`config.mk`:
```
export PLATFORM = sky130hd
export DESIGN_NAME = hamming_enc_engine_flat
export DESIGN_NICKNAME = d
export VERILOG_FILES = /design/src/rtl/hamming_pkg.sv /design/src/rtl/hamming_enc_engine_if.sv /design/src/rtl/hamming_parity_gen.sv /design/src/rtl/hamming_enc_engine.sv /design/src/flat_wrapper.sv
export SDC_FILE = /design/constraint.sdc
export NUM_CORES = 1
export LEC_CHECK = 0
export BUFFER_PORTS_ARGS = -buffer_cell sky130_fd_sc_hd__buf_2
export CAP_MARGIN = 20
export CORE_AREA = 2 2 69 71
export DETAILED_ROUTE_END_ITERATION = 6
export DIE_AREA = 0 0 71 73
export PLACE_DENSITY = 0.75
export RECOVER_POWER = 50
export SLEW_MARGIN = 20
export SYNTH_ARGS = -nofsm -noshare
export SYNTH_HDL_FRONTEND = slang
export SYNTH_HIERARCHICAL = 1
export SYNTH_SLANG_ARGS = --single-unit
export TNS_END_PERCENT = 1
```
`constraint.sdc`:
```
create_clock -name clk -period 2.1 [get_ports clk]
set_clock_uncertainty 0.1 [all_clocks]
set_input_delay 0.105 -clock clk [delete_from_list [all_inputs] [get_ports clk]]
set_output_delay 0.105 -clock clk [all_outputs]
set_load 0.02 [all_outputs]
```
`src/rtl/hamming_pkg.sv`:
```
// Shared SECDED Hamming(16,11) definitions: engine state type, codeword parity positions
// and the reference encode function reused by the decoder side.
package hamming_pkg;

  typedef enum logic [2:0] {
    ST_IDLE,
    ST_RD_LO,
    ST_RD_HI,
    ST_CAPT,
    ST_WR_LO,
    ST_WR_HI,
    ST_DONE
  } enc_state_t;

  localparam int P0_POS = 0;
  localparam int P1_POS = 1;
  localparam int P2_POS = 2;
  localparam int P4_POS = 4;
  localparam int P8_POS = 8;

  // Parity bits sit at codeword positions 1/2/4/8, p0 at bit 0 makes the whole word even.
  function automatic logic [15:0] hamming_encode11(input logic [11:1] d);
    logic [15:0] cw;
    logic        p8;
    logic        p4;
    logic        p2;
    logic        p1;
    p8 = ^d[11:5];
    p4 = (^d[11:8]) ^ (^d[4:2]);
    p2 = d[11] ^ d[10] ^ d[7] ^ d[6] ^ d[4] ^ d[3] ^ d[1];
    p1 = d[11] ^ d[9] ^ d[7] ^ d[5] ^ d[4] ^ d[2] ^ d[1];
    cw = {d[11:5], 1'b0, d[4:2], 1'b0, d[1], 1'b0, 1'b0, 1'b0};
    cw[P8_POS] = p8;
    cw[P4_POS] = p4;
    cw[P2_POS] = p2;
    cw[P1_POS] = p1;
    cw[P0_POS] = (^d) ^ p8 ^ p4 ^ p2 ^ p1;
    return cw;
  endfunction

endpackage

```
`src/rtl/hamming_enc_engine_if.sv`:
```
// Start/done handshake plus single-port byte memory bus of the Hamming encoder engine.
interface hamming_enc_engine_if #(
  parameter int ADDR_W = 8
);

  logic              start;
  logic              done;
  logic [ADDR_W-1:0] mem_addr;
  logic              mem_rd_en;
  logic [7:0]        mem_rdata;
  logic              mem_wr_en;
  logic [7:0]        mem_wdata;

  modport master (
    input  start,
    input  mem_rdata,
    output done,
    output mem_addr,
    output mem_rd_en,
    output mem_wr_en,
    output mem_wdata
  );

  modport slave (
    output start,
    output mem_rdata,
    input  done,
    input  mem_addr,
    input  mem_rd_en,
    input  mem_wr_en,
    input  mem_wdata
  );

endinterface

```
`src/rtl/hamming_parity_gen.sv`:
```
// Combinational 11-bit message to 16-bit SECDED codeword generator.
module hamming_parity_gen
  import hamming_pkg::*;
(
  input  logic [11:1] d_i,
  output logic [15:0] cw_o
);

  assign cw_o = hamming_encode11(d_i);

endmodule

```
`src/rtl/hamming_enc_engine.sv`:
```
// Autonomous SECDED encoder: reads NUM_MSGS 11-bit messages, writes 16-bit codewords, then raises done.
module hamming_enc_engine
  import hamming_pkg::*;
#(
  parameter int NUM_MSGS = 15,
  parameter int SRC_BASE = 0,
  parameter int DST_BASE = 30,
  parameter int ADDR_W   = 8
) (
  input logic                  clk,
  input logic                  rst_n,
  hamming_enc_engine_if.master bus
);

  localparam int               IDX_W    = $clog2(NUM_MSGS);
  localparam logic [IDX_W-1:0] LAST_IDX = IDX_W'(NUM_MSGS - 1);

  enc_state_t        state_q;
  logic [IDX_W-1:0]  idx_q;
  logic [IDX_W-1:0]  idx_d;
  logic [7:0]        lo_q;
  logic [15:0]       cw_q;
  logic [15:0]       cw_d;
  logic [ADDR_W-1:0] addr_q;
  logic              rd_en_q;
  logic              wr_en_q;
  logic [7:0]        wdata_q;
  logic              done_q;
  logic [ADDR_W-1:0] src_lo_d;
  logic [ADDR_W-1:0] src_hi_d;
  logic [ADDR_W-1:0] src_next_d;
  logic [ADDR_W-1:0] dst_lo_d;
  logic [ADDR_W-1:0] dst_hi_d;
  logic              unused_rdata_hi;

  assign idx_d      = idx_q + IDX_W'(1);
  assign src_lo_d   = ADDR_W'(SRC_BASE + 2 * int'(idx_q));
  assign src_hi_d   = ADDR_W'(SRC_BASE + 2 * int'(idx_q) + 1);
  assign src_next_d = ADDR_W'(SRC_BASE + 2 * int'(idx_q) + 2);
  assign dst_lo_d   = ADDR_W'(DST_BASE + 2 * int'(idx_q));
  assign dst_hi_d   = ADDR_W'(DST_BASE + 2 * int'(idx_q) + 1);

  // The hi byte is on mem_rdata during CAPT, so the codeword is encoded straight from the bus.
  hamming_parity_gen u_parity (
    .d_i  ({bus.mem_rdata[2:0], lo_q}),
    .cw_o (cw_d)
  );

  assign unused_rdata_hi = ^bus.mem_rdata[7:3];

  // Outputs are registered on entry to each state, so each bus action lines up with its state.
  always_ff @(posedge clk or negedge rst_n) begin
    if (!rst_n) begin
      state_q <= ST_IDLE;
      idx_q   <= '0;
      lo_q    <= '0;
      cw_q    <= '0;
      addr_q  <= '0;
      rd_en_q <= 1'b0;
      wr_en_q <= 1'b0;
      wdata_q <= '0;
      done_q  <= 1'b0;
    end else begin
      rd_en_q <= 1'b0;
      wr_en_q <= 1'b0;
      case (state_q)
        ST_IDLE, ST_DONE: begin
          if (bus.start) begin
            state_q <= ST_RD_LO;
            idx_q   <= '0;
            done_q  <= 1'b0;
            rd_en_q <= 1'b1;
            addr_q  <= ADDR_W'(SRC_BASE);
          end
        end
        ST_RD_LO: begin
          state_q <= ST_RD_HI;
          rd_en_q <= 1'b1;
          addr_q  <= src_hi_d;
        end
        ST_RD_HI: begin
          state_q <= ST_CAPT;
          lo_q    <= bus.mem_rdata;
        end
        ST_CAPT: begin
          state_q <= ST_WR_LO;
          cw_q    <= cw_d;
          wr_en_q <= 1'b1;
          addr_q  <= dst_lo_d;
          wdata_q <= cw_d[7:0];
        end
        ST_WR_LO: begin
          state_q <= ST_WR_HI;
          wr_en_q <= 1'b1;
          addr_q  <= dst_hi_d;
          wdata_q <= cw_q[15:8];
        end
        ST_WR_HI: begin
          if (idx_q == LAST_IDX) begin
            state_q <= ST_DONE;
            done_q  <= 1'b1;
          end else begin
            state_q <= ST_RD_LO;
            idx_q   <= idx_d;
            rd_en_q <= 1'b1;
            addr_q  <= src_next_d;
          end
        end
        default: state_q <= ST_IDLE;
      endcase
    end
  end

  assign bus.done      = done_q;
  assign bus.mem_addr  = addr_q;
  assign bus.mem_rd_en = rd_en_q;
  assign bus.mem_wr_en = wr_en_q;
  assign bus.mem_wdata = wdata_q;

endmodule

```
`src/flat_wrapper.sv`:
```
// flat-port wrapper written by rule: the top's interface ports become plain ports
module hamming_enc_engine_flat import hamming_pkg::*;
#(
  parameter int NUM_MSGS = 15,
  parameter int SRC_BASE = 0,
  parameter int DST_BASE = 30,
  parameter int ADDR_W   = 8
)
  (clk, rst_n, bus_start, bus_mem_rdata, bus_done, bus_mem_addr, bus_mem_rd_en, bus_mem_wr_en, bus_mem_wdata);
  hamming_enc_engine_if #(.ADDR_W(ADDR_W)) bus_i ();
  input logic clk;
  input logic rst_n;
  input wire logic [$bits(bus_i.start)-1:0] bus_start;
  input wire logic [$bits(bus_i.mem_rdata)-1:0] bus_mem_rdata;
  output wire logic [$bits(bus_i.done)-1:0] bus_done;
  output wire logic [$bits(bus_i.mem_addr)-1:0] bus_mem_addr;
  output wire logic [$bits(bus_i.mem_rd_en)-1:0] bus_mem_rd_en;
  output wire logic [$bits(bus_i.mem_wr_en)-1:0] bus_mem_wr_en;
  output wire logic [$bits(bus_i.mem_wdata)-1:0] bus_mem_wdata;
  assign bus_i.start = bus_start;
  assign bus_i.mem_rdata = bus_mem_rdata;
  assign bus_done = bus_i.done;
  assign bus_mem_addr = bus_i.mem_addr;
  assign bus_mem_rd_en = bus_i.mem_rd_en;
  assign bus_mem_wr_en = bus_i.mem_wr_en;
  assign bus_mem_wdata = bus_i.mem_wdata;
  hamming_enc_engine #(.NUM_MSGS(NUM_MSGS), .SRC_BASE(SRC_BASE), .DST_BASE(DST_BASE), .ADDR_W(ADDR_W)) u_core (.clk(clk), .rst_n(rst_n), .bus(bus_i));
endmodule
```
# Word level (Yosys, flattened, before mapping)
# Index checks and enable logic that the tools add are counted.
[totals]
regBits = 50
out_inout_bits = 19
wordCells = 71
[op_classes]
add_sub_neg = 5
eq_ne = 10
n_mux = 17
n_bitwise = 17
reduce_logical = 13
[ops]
columns = ["operator", "n"]
rows = [
  ["$pmux W8 S5", 1],
  ["$pmux W3 S6", 1],
  ["$xor A1 B1 Y1", 17],
  ["$mux W8", 2],
  ["$pmux W8 S2", 1],
  ["$reduce_xor A11 Y1", 1],
  ["$eq A3 B3 Y1 const B", 3],
  ["$reduce_and A3 Y1", 3],
  ["$add A8 B2 Y8 const B", 1],
  ["$mux W4", 2],
  ["$pmux W4 S2", 1],
  ["$reduce_xor A7 Y1", 1],
  ["$add A5 B1 Y6 const B", 1],
  ["$add A5 B2 Y6 const B", 1],
  ["$add A5 B5 Y6 const A", 1],
  ["$eq A3 B2 Y1 const B", 2],
  ["$mux W3", 2],
  ["$mux W1", 5],
  ["$reduce_bool A5 Y1", 1],
  ["$add A4 B1 Y4 const B", 1],
  ["$eq A4 B4 Y1 const B", 1],
  ["$ne A2 B2 Y1 const B", 2],
  ["$reduce_bool A2 Y1", 2],
  ["$reduce_or A2 Y1", 2],
  ["other kinds (7)", 7],
]

# Logic depth before layout (Yosys ltp)
[logic_depth]
depth_word = 9
mapped_depth = 7

# Hierarchy
# The synthesis kept the hierarchy.
[by_module_without_submodules]
columns = ["mod", "instances", "cells_per_inst", "area_each_um2", "seq_area_each_um2"]
rows = [
  ["hamming_enc_engine", 1, 223, 2183.3, 1001.0],
  ["hamming_parity_gen", 1, 29, 269.0, 0.0],
]

# Worst setup path before layout
# Ideal clock, no wire load.
[synth_path]
path_type = "register -> register"
startpoint = "register u_core.lo_q[6]"
endpoint = "register u_core.wdata_q[0], in the netlist u_core/bus.mem_wdata[0]"
setup_ns = 0.126
arrival_time_ns = 1.674
t_required_ns = 1.874
path_slack_ns = 0.200
stages_incl_launch_ff = 8
synth_period_minus_slack_ns = 1.900
path_cell_list = "dfrtp_1 > xor2_1 > xnor3_2 > xnor3_1 > nor2_1 > nand2_1 > o21ai_0 > a21oi_1"
[synth_between]
elab_chain_len = 8
[synth_lines]
columns = ["item", "line_no", "text"]
rows = [
  ["start: declaration", "hamming_enc_engine.sv:21", "logic [7:0] lo_q;"],
  ["start signal: assignment", "hamming_enc_engine.sv:83", "lo_q <= bus.mem_rdata;"],
  ["$xor A1 B1 Y1 (5 in series)", "hamming_pkg.sv:30", "p2 = d[11] ^ d[10] ^ d[7] ^ d[6] ^ d[4] ^ d[3] ^ d[1];"],
  ["$xor A1 B1 Y1", "hamming_pkg.sv:37", "cw[P0_POS] = (^d) ^ p8 ^ p4 ^ p2 ^ p1;"],
  ["$xor A1 B1 Y1 (*)", "hamming_pkg.sv:37", ""],
  ["named net u_core.cw_d[0]", "hamming_enc_engine.sv:23", "logic [15:0] cw_d;"],
  ["$pmux W8 S2 (*)", "hamming_enc_engine.sv:66", "case (state_q)"],
  ["end signal: assignment", "hamming_enc_engine.sv:90", "wdata_q <= cw_d[7:0];"],
  ["end signal: assignment", "hamming_enc_engine.sv:96", "wdata_q <= cw_q[15:8];"],
  ["end: declaration", "hamming_enc_engine.sv:27", "logic [7:0] wdata_q;"],
]
# The timed path passes the listed nets; every way through them passes the cells marked *.
# A chain may end at the register's enable or synchronous reset.

# Worst setup path in the final report
[layout_path]
startpoint = "register u_core.lo_q[1]"
endpoint = "register u_core.wdata_q[0], in the netlist u_core/bus.mem_wdata[0]"
[layout_between]
elab_chain_len = 6
[layout_lines]
columns = ["item", "line_no"]
rows = [
  ["$reduce_xor A11 Y1 or $reduce_xor A3 Y1 (tied branches)", "hamming_pkg.sv:37, hamming_pkg.sv:29"],
  ["$xor A1 B1 Y1 (on tied branches)", "hamming_pkg.sv:37, hamming_pkg.sv:29"],
  ["$xor A1 B1 Y1 (2 in series)", "hamming_pkg.sv:37"],
  ["$xor A1 B1 Y1 (*)", "hamming_pkg.sv:37"],
  ["named net u_core.cw_d[0]", "hamming_enc_engine.sv:23"],
  ["$pmux W8 S2 (*)", "hamming_enc_engine.sv:66"],
]
# Marked as above.

==> flow_summary_export.csv <==
group,metric,value,unit
status,status,"complete, no violations",
cells_and_area,drive_above_1_share,21.9,%
synth,syn-instance-count,252,
synth,synth_compound_area_share,16.3,%
cells_and_area,area_growth_syn_to_layout,13.8,%
clock_network,cts_root_buf,"clkbuf_8",
timing,finalHoldViolCount,0,
timing,fin_crit_sh,98.7,%
clock_network,numCtsBuffers,5,
detailed_routing,first_pass_iters,4,
worst_setup_path,critPathArrivalTime,2.13,ns
die,num_io_pins,30,
global_routing,grt_overflow,0,
die,die_width,71,um
synth,yosysWarnings,6,
synth,synth_top_area_share,40.8,%
place,dp_slack,0.00850,ns
detailed_routing,drc,0,
die,fp.dieH,73,um
timing,drv_slew,0,
detailed_routing,drt_iter0_drc,129,
worst_setup_path,end_kind,"flip-flop",
die,core_area,4540,um^2
detailed_routing,wl_per_cell,15.5,um
clock_network,clock_latency,0.29,ns
detailed_routing,post_drt_via_cell_ratio,5.67,
synth,synth_cell_type_count,49,
timing,setup_viol,0,
synth,synthFlopType,"dfrtp_1",
global_routing,antenna_found_initial,0,
global_routing,grt_pass1_wl,8610,um
synth,synthMuxAreaShare,9.18,%
synth,synth_top_family_by_area,"compound AO/OA/AOI/OAI gates",
synth,ys_top_cells_by_area,"dfrtp_1 (41%), mux2_2 (6.9%), xnor2_1 (5.0%)",
run,maxCapViolCount,0,
worst_setup_path,cp_slowest_cell,"xnor3_2",
synth,synth-seq-area-share,40.8,%
min_path,holdCritPathClass,"in2reg",
die,num_rows,25,
timing,finalCriticalPeriod,2.07,ns
pwr,power.density,1900,nW/um^2
place,placed_area,2580,um^2
pwr,ir_drop,0.857,mV
timing,relSlewSlack,9.36,%
worst_setup_path,required,2.15,ns
detailed_routing,ant_nets,0,
synth,yosys.area_share.simple,14.8,%
worst_setup_path,critPathKind,"reg2reg",
worst_setup_path,slowest_delay,0.48,ns
worst_setup_path,cp_max_fo,3,
timing,worst_pin_slew,1.36,ns
global_routing,met3_usage,3.73,%
clock_network,cts_sinks,40,
synth,syn_area_per_cell,9.73,um^2
synth,synth_xor_area_share,8.32,%
cells_and_area,num_antenna_cells,0,
place,io_buffer_count,27,
synth,synth-async-reset-ratio,100,%
synth,synth_area_leader_cell,"dfrtp_1",
worst_setup_path,start_kind,"flip-flop",
die,dieArea,5180,um^2
synth,synth_edf_count,0,
clock_network,htreeDepth,2,
clock_network,cts_tree,"yes",
synth,yosysMostFrequentCell,"dfrtp_1",
synth,synth_commonest_cells,"dfrtp_1 (40), nand2_1 (26), o21ai_0 (19)",
synth,syn-cell-area,2450,um^2
global_routing,busiest_layer,"met2",
timing,worst_slack,0.0278,ns
cells_and_area,final_nets,297,
timing,fmax,0.483,GHz
worst_setup_path,worstPathCellList,"xnor2_2 > xnor3_2 > xnor3_1 > nor2_1 > nand2_1 > o21ai_0 > a21oi_1",
pwr,p_leak,0.00121,uW
global_routing,grt.met1_usage,28.6,%
place,finalWeightedCongestion,0.867,
clock_network,clockBufferDepth,2,
global_routing,grt_max_degree,27,
place,dp_hpwl,3730,um
detailed_routing,wl,5220,um
global_routing,grtUsageMet2,34.5,%
detailed_routing,via_count,1911,
die,start_util,54.1,%
synth,ys_ff_latch,40,
synth,synth-adder-area-share,1.53,%
clock_network,cts.clk_slew.worst_paths,0.07,ns
cells_and_area,final_area,2790,um^2
global_routing,grt_pass1_vias,1821,
global_routing,grt_usage,21.3,%
cell type report:
type | instances | area, um^2
Inverter | 4 | 15.0
Clock buffer | 5 | 68.8
Tap cell | 54 | 67.6
Timing Repair Buffer | 53 | 323
Fill cell | 386 | 1740
Multi-Input combinational cell | 179 | 1250
Sequential cell | 40 | 1000
Clock inverter | 2 | 60.1
worst max-delay path: cells and delay by family, from the launching register on:
| family | cells | cell delay [ns] |
|---|---|---|
| xor gates and xnor gates | 3 | 1.02 |
| and+or+nand+nor | 2 | 0.16 |
| AOI/OAI and AO/OA | 2 | 0.23 |
| DFF | 1 | 0.42 |
cell families after synthesis:
| logic type | Yosys count |
|---|---|
| xor gates and xnor gates | 20 |
| AOI/OAI and AO/OA | 66 |
| DFF | 40 |
| buffers and inverters | 34 |
| adders and majority gates | 3 |
| muxes | 20 |
| other | 1 |
| and+or+nand+nor | 68 |
sequential cells by signal, summed over array words and instances, names as in the netlist:
signal / count
u_core/lo_q: 8
u_core/cw_q: 8
u_core/bus.done: 1
u_core/bus.mem_wdata: 8
u_core/bus.mem_wr_en: 1
u_core/bus.mem_addr: 6
u_core/idx_q: 4
u_core/bus.mem_rd_en: 1
u_core/state_q: 3
through the flow:
step                utilization, %  TNS (ns)  std cells  power (uW)  hold WS, ns
CTS                           61.5         0        335        5200       0.0136
global route                  61.5    -0.117        337        5740       0.0315
detailed placement            57.0         0        321        4420       0.0383
global placement              57.0         0        321        4350       0.0352
floorplan                        -         0        253        3860       -0.291
finish                        61.5         0        337        5310       0.0327
report_power, final:
group	total (uW)	switching [uW]	internal, uW
Sequential	1520	376	1140
Clock	733	265	468
Combinational	3050	1540	1510
placed cells by master (no fill, tap or decap), types with 2 or more instances in the layout:
cell           synthesis  layout
a21o_1                 2       2
nor4bb_1               2       2
conb_1                 1       2
and3_1                 2       2
dlygate4sd3_1          0       7
o21ai_0               19      19
a31oi_1                5       5
mux2i_1                3       3
clkbuf_8               0       5
inv_1                  4       4
buf_2                 11       9
xnor2_1               14      13
o22ai_1               11      11
a21oi_1               17      17
nor2b_1                6       6
clkbuf_1               1      18
ha_1                   3       3
dfrtp_1               40      38
nand2b_1               3       3
nor2_1                16      16
bufinv_16              0       2
nand3b_1               3       3
xor2_1                 4       3
mux2_2                15      15
dfrtp_2                0       2
buf_4                 16      18
nand2_1               26      26
o211ai_1               2       2
final timing paths:
check	from	end	slack, ns	cells after the start
max	u_core/lo_q[1]$_DFFE_PN0P_	u_core/bus.mem_wdata[0]$_DFFE_PN0P_	0.03	7
min	bus_mem_rdata[0]	u_core/cw_q[13]$_DFFE_PN0P_	0.03	2
max reg2reg	u_core/lo_q[1]$_DFFE_PN0P_	u_core/bus.mem_wdata[0]$_DFFE_PN0P_	0.03	7
min reg2reg	u_core/bus.mem_addr[5]$_DFFE_PN0P_	u_core/bus.mem_addr[5]$_DFFE_PN0P_	0.37	2
max in group asynchronous	rst_n	u_core/lo_q[3]$_DFFE_PN0P_	0.46	3
min in group asynchronous	rst_n	u_core/idx_q[2]$_DFFE_PN0P_	0.55	2
layer usage:
| metal | vias up | share of wire [%] |
|---|---|---|
| met5 | - | 0 |
| met4 | 0 | 1.5 |
| met3 | 6 | 3.3 |
| met2 | 47 | 49 |
| met1 | 929 | 46 |
| li1 | 929 | - |
repair_timing:
action                                 CTS  global route
setup endpoints to repair                1             1
pin swaps                                0             3
resized for setup                        1             3
setup buffers                            0             2
hold buffers                             7             0
endpoints found under the hold margin   31             0
Note: power is estimated with default switching activity, not from simulation.
